`src/rtl/ram_march_bist_if.sv`:
```
`default_nettype none
// ============================================================================
// Module      : ram_march_bist_if
// Description : Single-port synchronous RAM access bus between the March BIST
//               initiator (master) and the RAM instance (slave).
// Revision    : 1.0 - initial release
// ============================================================================
interface ram_march_bist_if #(
    parameter int ADDR_W = 4,
    parameter int DATA_W = 8
);
    logic              ram_cs;
    logic              ram_we;
    logic [ADDR_W-1:0] ram_addr;
    logic [DATA_W-1:0] ram_data_in;
    logic [DATA_W-1:0] ram_data_out;

    modport master (
        output ram_cs,
        output ram_we,
        output ram_addr,
        output ram_data_in,
        input  ram_data_out
    );

    modport slave (
        input  ram_cs,
        input  ram_we,
        input  ram_addr,
        input  ram_data_in,
        output ram_data_out
    );
endinterface
`default_nettype wire

```
`src/rtl/ram_march_bist.sv`:
```
`default_nettype none
// ============================================================================
// Module      : ram_march_bist
// Description : 4-element March BIST initiator for a 2^ADDR_W x DATA_W
//               single-port synchronous RAM:
//                 M0 up W(P); M1 up R(P),W(~P); M2 down R(~P),W(P);
//                 M3 down R(P).
//               Reports pass/fail plus the first failing address/data.
//               Optional macro BIST_ERR_COUNT_EN adds a saturating mismatch
//               counter and lets the test run to completion; without it the
//               first mismatch ends the test.
// Revision    : 1.0 - initial release
// ============================================================================
module ram_march_bist #(
    parameter int ADDR_W = 4,
    parameter int DATA_W = 8
) (
    input  wire logic              clk,
    input  wire logic              rst,
    input  wire logic              start,
    input  wire logic [DATA_W-1:0] pattern,
    ram_march_bist_if.master       ram,
    output logic                   busy,
    output logic                   done,
    output logic                   fail,
    output logic [ADDR_W-1:0]      fail_addr,
    output logic [DATA_W-1:0]      fail_data,
    output logic [DATA_W-1:0]      fail_expected
`ifdef BIST_ERR_COUNT_EN
    ,
    output logic [7:0]             err_count
`endif
);

    typedef enum logic [2:0] {
        S_IDLE = 3'd0,
        S_WR   = 3'd1,
        S_RD   = 3'd2,
        S_CMP  = 3'd3,
        S_DONE = 3'd4
    } state_t;

    localparam logic [ADDR_W-1:0] c_addr_max = '1;
    localparam logic [ADDR_W-1:0] c_addr_one = {{(ADDR_W-1){1'b0}}, 1'b1};

    state_t            r_state;
    logic [1:0]        r_elem;
    logic [ADDR_W-1:0] r_addr;
    logic [DATA_W-1:0] r_pattern;
    logic              r_cs;
    logic              r_we;
    logic [DATA_W-1:0] r_din;

    logic              w_up;
    logic              w_last;
    logic [ADDR_W-1:0] w_next_addr;
    logic [DATA_W-1:0] w_rd_exp;
    logic [DATA_W-1:0] w_wr_val;
    logic              w_mismatch;
    logic              w_stop;

    assign ram.ram_cs      = r_cs;
    assign ram.ram_we      = r_we;
    assign ram.ram_addr    = r_addr;
    assign ram.ram_data_in = r_din;

    // Elements 0/1 march upward, 2/3 downward
    assign w_up   = (r_elem < 2'd2);
    assign w_last = w_up ? (r_addr == c_addr_max) : (r_addr == '0);
    // Next element starts at 0 if it marches up (M1), else at the top (M2/M3)
    assign w_next_addr = w_last ? ((r_elem == 2'd0) ? '0 : c_addr_max)
                                : (w_up ? r_addr + c_addr_one : r_addr - c_addr_one);
    assign w_rd_exp   = (r_elem == 2'd2) ? ~r_pattern : r_pattern;
    assign w_wr_val   = (r_elem == 2'd1) ? ~r_pattern : r_pattern;
    assign w_mismatch = (ram.ram_data_out != w_rd_exp);
`ifdef BIST_ERR_COUNT_EN
    assign w_stop = (r_elem == 2'd3) && w_last;
`else
    assign w_stop = ((r_elem == 2'd3) && w_last) || w_mismatch;
`endif

    // March sequencer with registered RAM bus and status outputs
    always_ff @(posedge clk or posedge rst) begin
        if (rst) begin
            r_state       <= S_IDLE;
            r_elem        <= 2'd0;
            r_addr        <= '0;
            r_pattern     <= '0;
            r_cs          <= 1'b0;
            r_we          <= 1'b0;
            r_din         <= '0;
            busy          <= 1'b0;
            done          <= 1'b0;
            fail          <= 1'b0;
            fail_addr     <= '0;
            fail_data     <= '0;
            fail_expected <= '0;
`ifdef BIST_ERR_COUNT_EN
            err_count     <= 8'd0;
`endif
        end else begin
            case (r_state)
                S_IDLE, S_DONE: begin
                    if (start) begin
                        r_state       <= S_WR;
                        r_elem        <= 2'd0;
                        r_addr        <= '0;
                        r_pattern     <= pattern;
                        r_cs          <= 1'b1;
                        r_we          <= 1'b1;
                        r_din         <= pattern;
                        busy          <= 1'b1;
                        done          <= 1'b0;
                        fail          <= 1'b0;
                        fail_addr     <= '0;
                        fail_data     <= '0;
                        fail_expected <= '0;
`ifdef BIST_ERR_COUNT_EN
                        err_count     <= 8'd0;
`endif
                    end
                end
                S_WR: begin
                    r_addr <= w_next_addr;
                    r_cs   <= 1'b1;
                    if (r_elem == 2'd0 && !w_last) begin
                        r_we  <= 1'b1;
                        r_din <= r_pattern;
                    end else begin
                        // Every element after M0 begins each address with a read
                        r_state <= S_RD;
                        r_we    <= 1'b0;
                        r_din   <= '0;
                        if (w_last) begin
                            r_elem <= r_elem + 2'd1;
                        end
                    end
                end
                S_RD: begin
                    r_state <= S_CMP;
                    r_cs    <= 1'b0;
                    r_we    <= 1'b0;
                end
                S_CMP: begin
                    if (w_mismatch) begin
                        fail <= 1'b1;
                        if (!fail) begin
                            fail_addr     <= r_addr;
                            fail_data     <= ram.ram_data_out;
                            fail_expected <= w_rd_exp;
                        end
`ifdef BIST_ERR_COUNT_EN
                        if (err_count != 8'hFF) begin
                            err_count <= err_count + 8'd1;
                        end
`endif
                    end
                    if (w_stop) begin
                        r_state <= S_DONE;
                        r_addr  <= '0;
                        r_cs    <= 1'b0;
                        r_we    <= 1'b0;
                        r_din   <= '0;
                        busy    <= 1'b0;
                        done    <= 1'b1;
                    end else if (r_elem != 2'd3) begin
                        r_state <= S_WR;
                        r_cs    <= 1'b1;
                        r_we    <= 1'b1;
                        r_din   <= w_wr_val;
                    end else begin
                        r_state <= S_RD;
                        r_addr  <= w_next_addr;
                        r_cs    <= 1'b1;
                        r_we    <= 1'b0;
                    end
                end
                default: begin
                    r_state <= S_IDLE;
                    r_cs    <= 1'b0;
                    r_we    <= 1'b0;
                    busy    <= 1'b0;
                end
            endcase
        end
    end

endmodule
`default_nettype wire

```
`src/flat_wrapper.sv`:
```
// flat-port wrapper written by rule: the top's interface ports become plain ports
module ram_march_bist_flat 
#(
    parameter int ADDR_W = 4,
    parameter int DATA_W = 8
)
  (clk, rst, start, pattern, busy, done, fail, fail_addr, fail_data, fail_expected, ram_ram_cs, ram_ram_we, ram_ram_addr, ram_ram_data_in, ram_ram_data_out);
  ram_march_bist_if #(.ADDR_W(ADDR_W), .DATA_W(DATA_W)) ram_i ();
  input  wire logic clk;
  input  wire logic rst;
  input  wire logic start;
  input  wire logic [DATA_W-1:0] pattern;
  output logic busy;
  output logic done;
  output logic fail;
  output logic [ADDR_W-1:0] fail_addr;
  output logic [DATA_W-1:0] fail_data;
  output logic [DATA_W-1:0] fail_expected;
  output wire logic [$bits(ram_i.ram_cs)-1:0] ram_ram_cs;
  output wire logic [$bits(ram_i.ram_we)-1:0] ram_ram_we;
  output wire logic [$bits(ram_i.ram_addr)-1:0] ram_ram_addr;
  output wire logic [$bits(ram_i.ram_data_in)-1:0] ram_ram_data_in;
  input wire logic [$bits(ram_i.ram_data_out)-1:0] ram_ram_data_out;
  assign ram_ram_cs = ram_i.ram_cs;
  assign ram_ram_we = ram_i.ram_we;
  assign ram_ram_addr = ram_i.ram_addr;
  assign ram_ram_data_in = ram_i.ram_data_in;
  assign ram_i.ram_data_out = ram_ram_data_out;
  ram_march_bist #(.ADDR_W(ADDR_W), .DATA_W(DATA_W)) u_core (.clk(clk), .rst(rst), .start(start), .pattern(pattern), .ram(ram_i), .busy(busy), .done(done), .fail(fail), .fail_addr(fail_addr), .fail_data(fail_data), .fail_expected(fail_expected));
endmodule
```
`config.mk`:
```
export PLATFORM = sky130hd
export DESIGN_NAME = ram_march_bist_flat
export DESIGN_NICKNAME = d
export VERILOG_FILES = /design/src/rtl/ram_march_bist_if.sv /design/src/rtl/ram_march_bist.sv /design/src/flat_wrapper.sv
export SDC_FILE = /design/constraint.sdc
export NUM_CORES = 1
export LEC_CHECK = 0
export BUFFER_PORTS_ARGS = -buffer_cell sky130_fd_sc_hd__buf_2
export CAP_MARGIN = 30
export CORE_MARGIN = 10
export CORE_UTILIZATION = 49
export DETAILED_ROUTE_END_ITERATION = 8
export PLACE_DENSITY = 0.75
export SKIP_CTS_REPAIR_TIMING = 1
export SYNTH_ARGS = -nofsm -noshare
export SYNTH_HDL_FRONTEND = slang
export SYNTH_SLANG_ARGS = --single-unit
```
`constraint.sdc`:
```
create_clock -name clk -period 2.45 [get_ports clk]
set_input_delay 0.1225 -clock clk [delete_from_list [all_inputs] [get_ports clk]]
set_output_delay 0.1225 -clock clk [all_outputs]
set_load 0.005 [all_outputs]
```
==> flow_metrics.env <==
export IMPL_outcome="completed"
export IMPL_setup_viol=0
export IMPL_htree_levels=2
export IMPL_place_congestion=0.856
export IMPL_rsz0062_at_grt="false"
export IMPL_detail_route_antenna_nets=0
export IMPL_place_port_buffers=55
export IMPL_area_growth_syn_to_layout_pct=19.6
export IMPL_hold_class="in2reg"
export IMPL_ys_flop_type="dfrtp_1"
export IMPL_pwr_share_seq_pct=37.6
export IMPL_drive_above_1_share_pct=24.7
export IMPL_timing_final_ws_setup_ns=0.125
export IMPL_place_area_mm2=0.00316
export IMPL_synthArstFlopShare_pct=100
export IMPL_r2r_cells=6
export IMPL_hpwlAfterDp_um=5330
export IMPL_gr_total_overflow=0
export IMPL_intPower_w=0.00215
export IMPL_pwr_share_comb_pct=46.3
export IMPL_end_kind="flip-flop"
export IMPL_vias_per_cell=5.45
export IMPL_grt_max_degree=41
export IMPL_syn_avg_cell_area_um2=8.93
export IMPL_p_clk_share_pct=16.0
export IMPL_ys_warn_count=0
export IMPL_skew_ns=0.00822
export IMPL_slew_headroom_pct=53.9
export IMPL_hold_viol=0
export IMPL_drc=0
export IMPL_ys_seq_area_share_pct=45.6
export IMPL_instances_no_fill=437
export IMPL_synth_edff_count=0
export IMPL_wl_per_cell_um=16.1
export IMPL_crit_required_ns=2.69
export IMPL_final_cell_area_mm2=0.00328
export IMPL_die_area_mm2=0.00899
export IMPL_grt_pass1_wl_um=11900
export IMPL_final_nets=390
export IMPL_drv_cap=0
export IMPL_die_y_um=94.8
export IMPL_start_kind="flip-flop"
export IMPL_syn_inst=307
export IMPL_cts_tree="built"
export IMPL_power_density_mw_per_mm2=1110
export IMPL_synth_seq_cells=50
export IMPL_die_w_um=94.8
export IMPL_vdd_drop_max_uv=578
export IMPL_netlist_area_mm2=0.00274
export IMPL_p_switching_w=0.00147
export IMPL_nFillCells=504
export IMPL_drt_iter0_drc=193
export IMPL_routed_wl_um=7040
export IMPL_cts_buffer_depth=2
export IMPL_crit_fanout=7
export IMPL_grt_usage_pct=16.2
export IMPL_critical_path_class="reg2reg"
export IMPL_clk_pin_slew_ns=0.10
export IMPL_grt_pass1_vias=2331
export IMPL_num_antenna_cells=0
export IMPL_start_util_pct=50.1
export IMPL_syn_nets=333
export IMPL_num_vias=2382
export IMPL_antenna_found_initial=0
export IMPL_critPathArrivalTime_ns=2.57
export IMPL_numCtsBuffers=5
export IMPL_synthDistinctLibCells=44
export IMPL_place_ws_ns=0.157
export IMPL_p_leak_nw=1.62
export IMPL_finalCritPeriodShare_pct=94.9
export IMPL_clock_latency_ns=0.30
export IMPL_fmax_mhz=430
export IMPL_cts_root_buf="clkbuf_8"
export IMPL_sw_frac_of_total_pct=40.6
export IMPL_firstDrtPassIters=5
export IMPL_rows=27
export IMPL_maxSlewViolCount=0
export IMPL_core_area_mm2=0.00547
export IMPL_final_min_clock_period_ns=2.33
export IMPL_worstMarginPinSlew_ns=0.691
export IMPL_min_path_cells=3
export IMPL_ios=56
export IMPL_dp_cells=428
export IMPL_tns_ns=0
export IMPL_clock_sinks=50
## metal layers
layer	global-route usage, %	share of wire, %
met1	22.8	47
met2	24.3	44
met3	4.36	8.6
met4	3.74	0.62
met5	0	0
## cell type report
cell class	instances	area [um^2]	area share [%]
multi-input combinational	223	1350	41.2
sequential	50	1250	38.2
timing repair buffer	77	455	13.9
tap	72	90.1	2.75
clock buffer	7	76.3	2.33
clock inverter	1	30.0	0.916
inverter	7	26.3	0.801
## synthesized netlist by cell type, drive strengths merged (2+ instances only)
| library cell | count | area [um^2] |
|---|---|---|
| a21o | 3 | 22.5 |
| a21oi | 15 | 75.1 |
| nor3 | 2 | 21.3 |
| nor4 | 3 | 18.8 |
| nand3 | 23 | 115 |
| buf | 7 | 37.5 |
| clkbuf | 20 | 82.6 |
| a32o | 7 | 70.1 |
| dfrtp | 50 | 1250 |
| nor2 | 11 | 43.8 |
| o31ai | 2 | 15.0 |
| ha | 6 | 75.1 |
| and2 | 3 | 18.8 |
| xor2 | 18 | 158 |
| inv | 7 | 26.3 |
| o21ai | 34 | 170 |
| nand4 | 2 | 12.5 |
| o2bb2ai | 2 | 17.5 |
| nor2b | 2 | 12.5 |
| nand2 | 62 | 233 |
| or4 | 2 | 22.5 |
| xnor2 | 8 | 70.1 |
| o32ai | 2 | 17.5 |
## stage by stage
stage	power (W)	hold slack, ns	utilization, %
3_3_place_gp	0.00302	0.188	57.8
5_1_grt	0.00392	0.0270	59.9
4_1_cts	0.00365	-0.148	59.7
6_report	0.00363	0.0324	59.9
3_5_place_dp	0.00307	0.185	57.8
2_1_floorplan	0.00248	0.228	-
## worst paths after layout
| check | slack [ns] | end | from |
|---|---|---|---|
| worst max-delay path | 0.12 | u_core.ram.ram_data_in[3] | u_core.r_pattern[1] |
| worst min-delay path | 0.03 | u_core.r_pattern[6] | pattern[6] |
| worst max register to register | 0.12 | u_core.ram.ram_data_in[3] | u_core.r_pattern[1] |
| worst min register to register | 0.49 | u_core.done | u_core.done |
| max in group asynchronous | 1.47 | u_core.r_elem[1] | rst |
| min in group asynchronous | 0.39 | u_core.ram.ram_we | rst |
## registers in the layout, summed over array words and instances, names as in the netlist
name / flops
u_core.fail_data: 8
u_core.fail_expected: 8
u_core.r_pattern: 8
u_core.ram.ram_data_in: 8
u_core.fail_addr: 4
u_core.ram.ram_addr: 4
u_core.r_state: 3
u_core.r_elem: 2
u_core.busy: 1
u_core.done: 1
u_core.fail: 1
u_core.ram.ram_cs: 1
u_core.ram.ram_we: 1
## power groups by stage
stage / Combinational (W) / Clock, W / Sequential [W]
floorplan: 0.00119 / 0 / 0.00128
global placement: 0.00166 / 0 / 0.00137
detailed placement: 0.00169 / 0 / 0.00138
CTS: 0.00170 / 0.000593 / 0.00136
global route: 0.00190 / 0.000629 / 0.00140
finish: 0.00168 / 0.000581 / 0.00136
## critical path: stages (launching register included)
cell and delay, ns:
dfrtp_1 0.47, xor2_1 0.20, or4_4 0.52, nor3_4 0.26, o211ai_1 0.25, o21ai_0 0.34
a32o_1 0.22
## logic make-up (layout without fill, tap and decap cells)
| kind of cell | count (synthesis) | after routing | share of synthesized area, % |
|---|---|---|---|
| and+or+nand+nor | 115 | 115 | 19.6 |
| muxes | 1 | 1 | 0.365 |
| xor gates and xnor gates | 26 | 26 | 8.31 |
| buffers and inverters | 34 | 92 | 5.34 |
| AOI/OAI and AO/OA | 74 | 74 | 17.3 |
| DFF | 50 | 50 | 45.6 |
| adders and majority gates | 7 | 7 | 3.47 |
## layout by cell type, fill, tap and decap left out, drive strengths merged, types with 2 or more instances in the layout
cell,count
xor2,18
or4,2
dfrtp,50
o2bb2ai,2
nor2,11
o21ai,34
a21oi,15
nand4,2
nor4,3
a21o,3
inv,7
xnor2,8
nand3,23
o31ai,2
nand2,62
buf,76
nor2b,2
a32o,7
o32ai,2
and2,3
nor3,2
ha,6
clkbuf,7
Note: power is estimated with default switching activity, not from simulation.
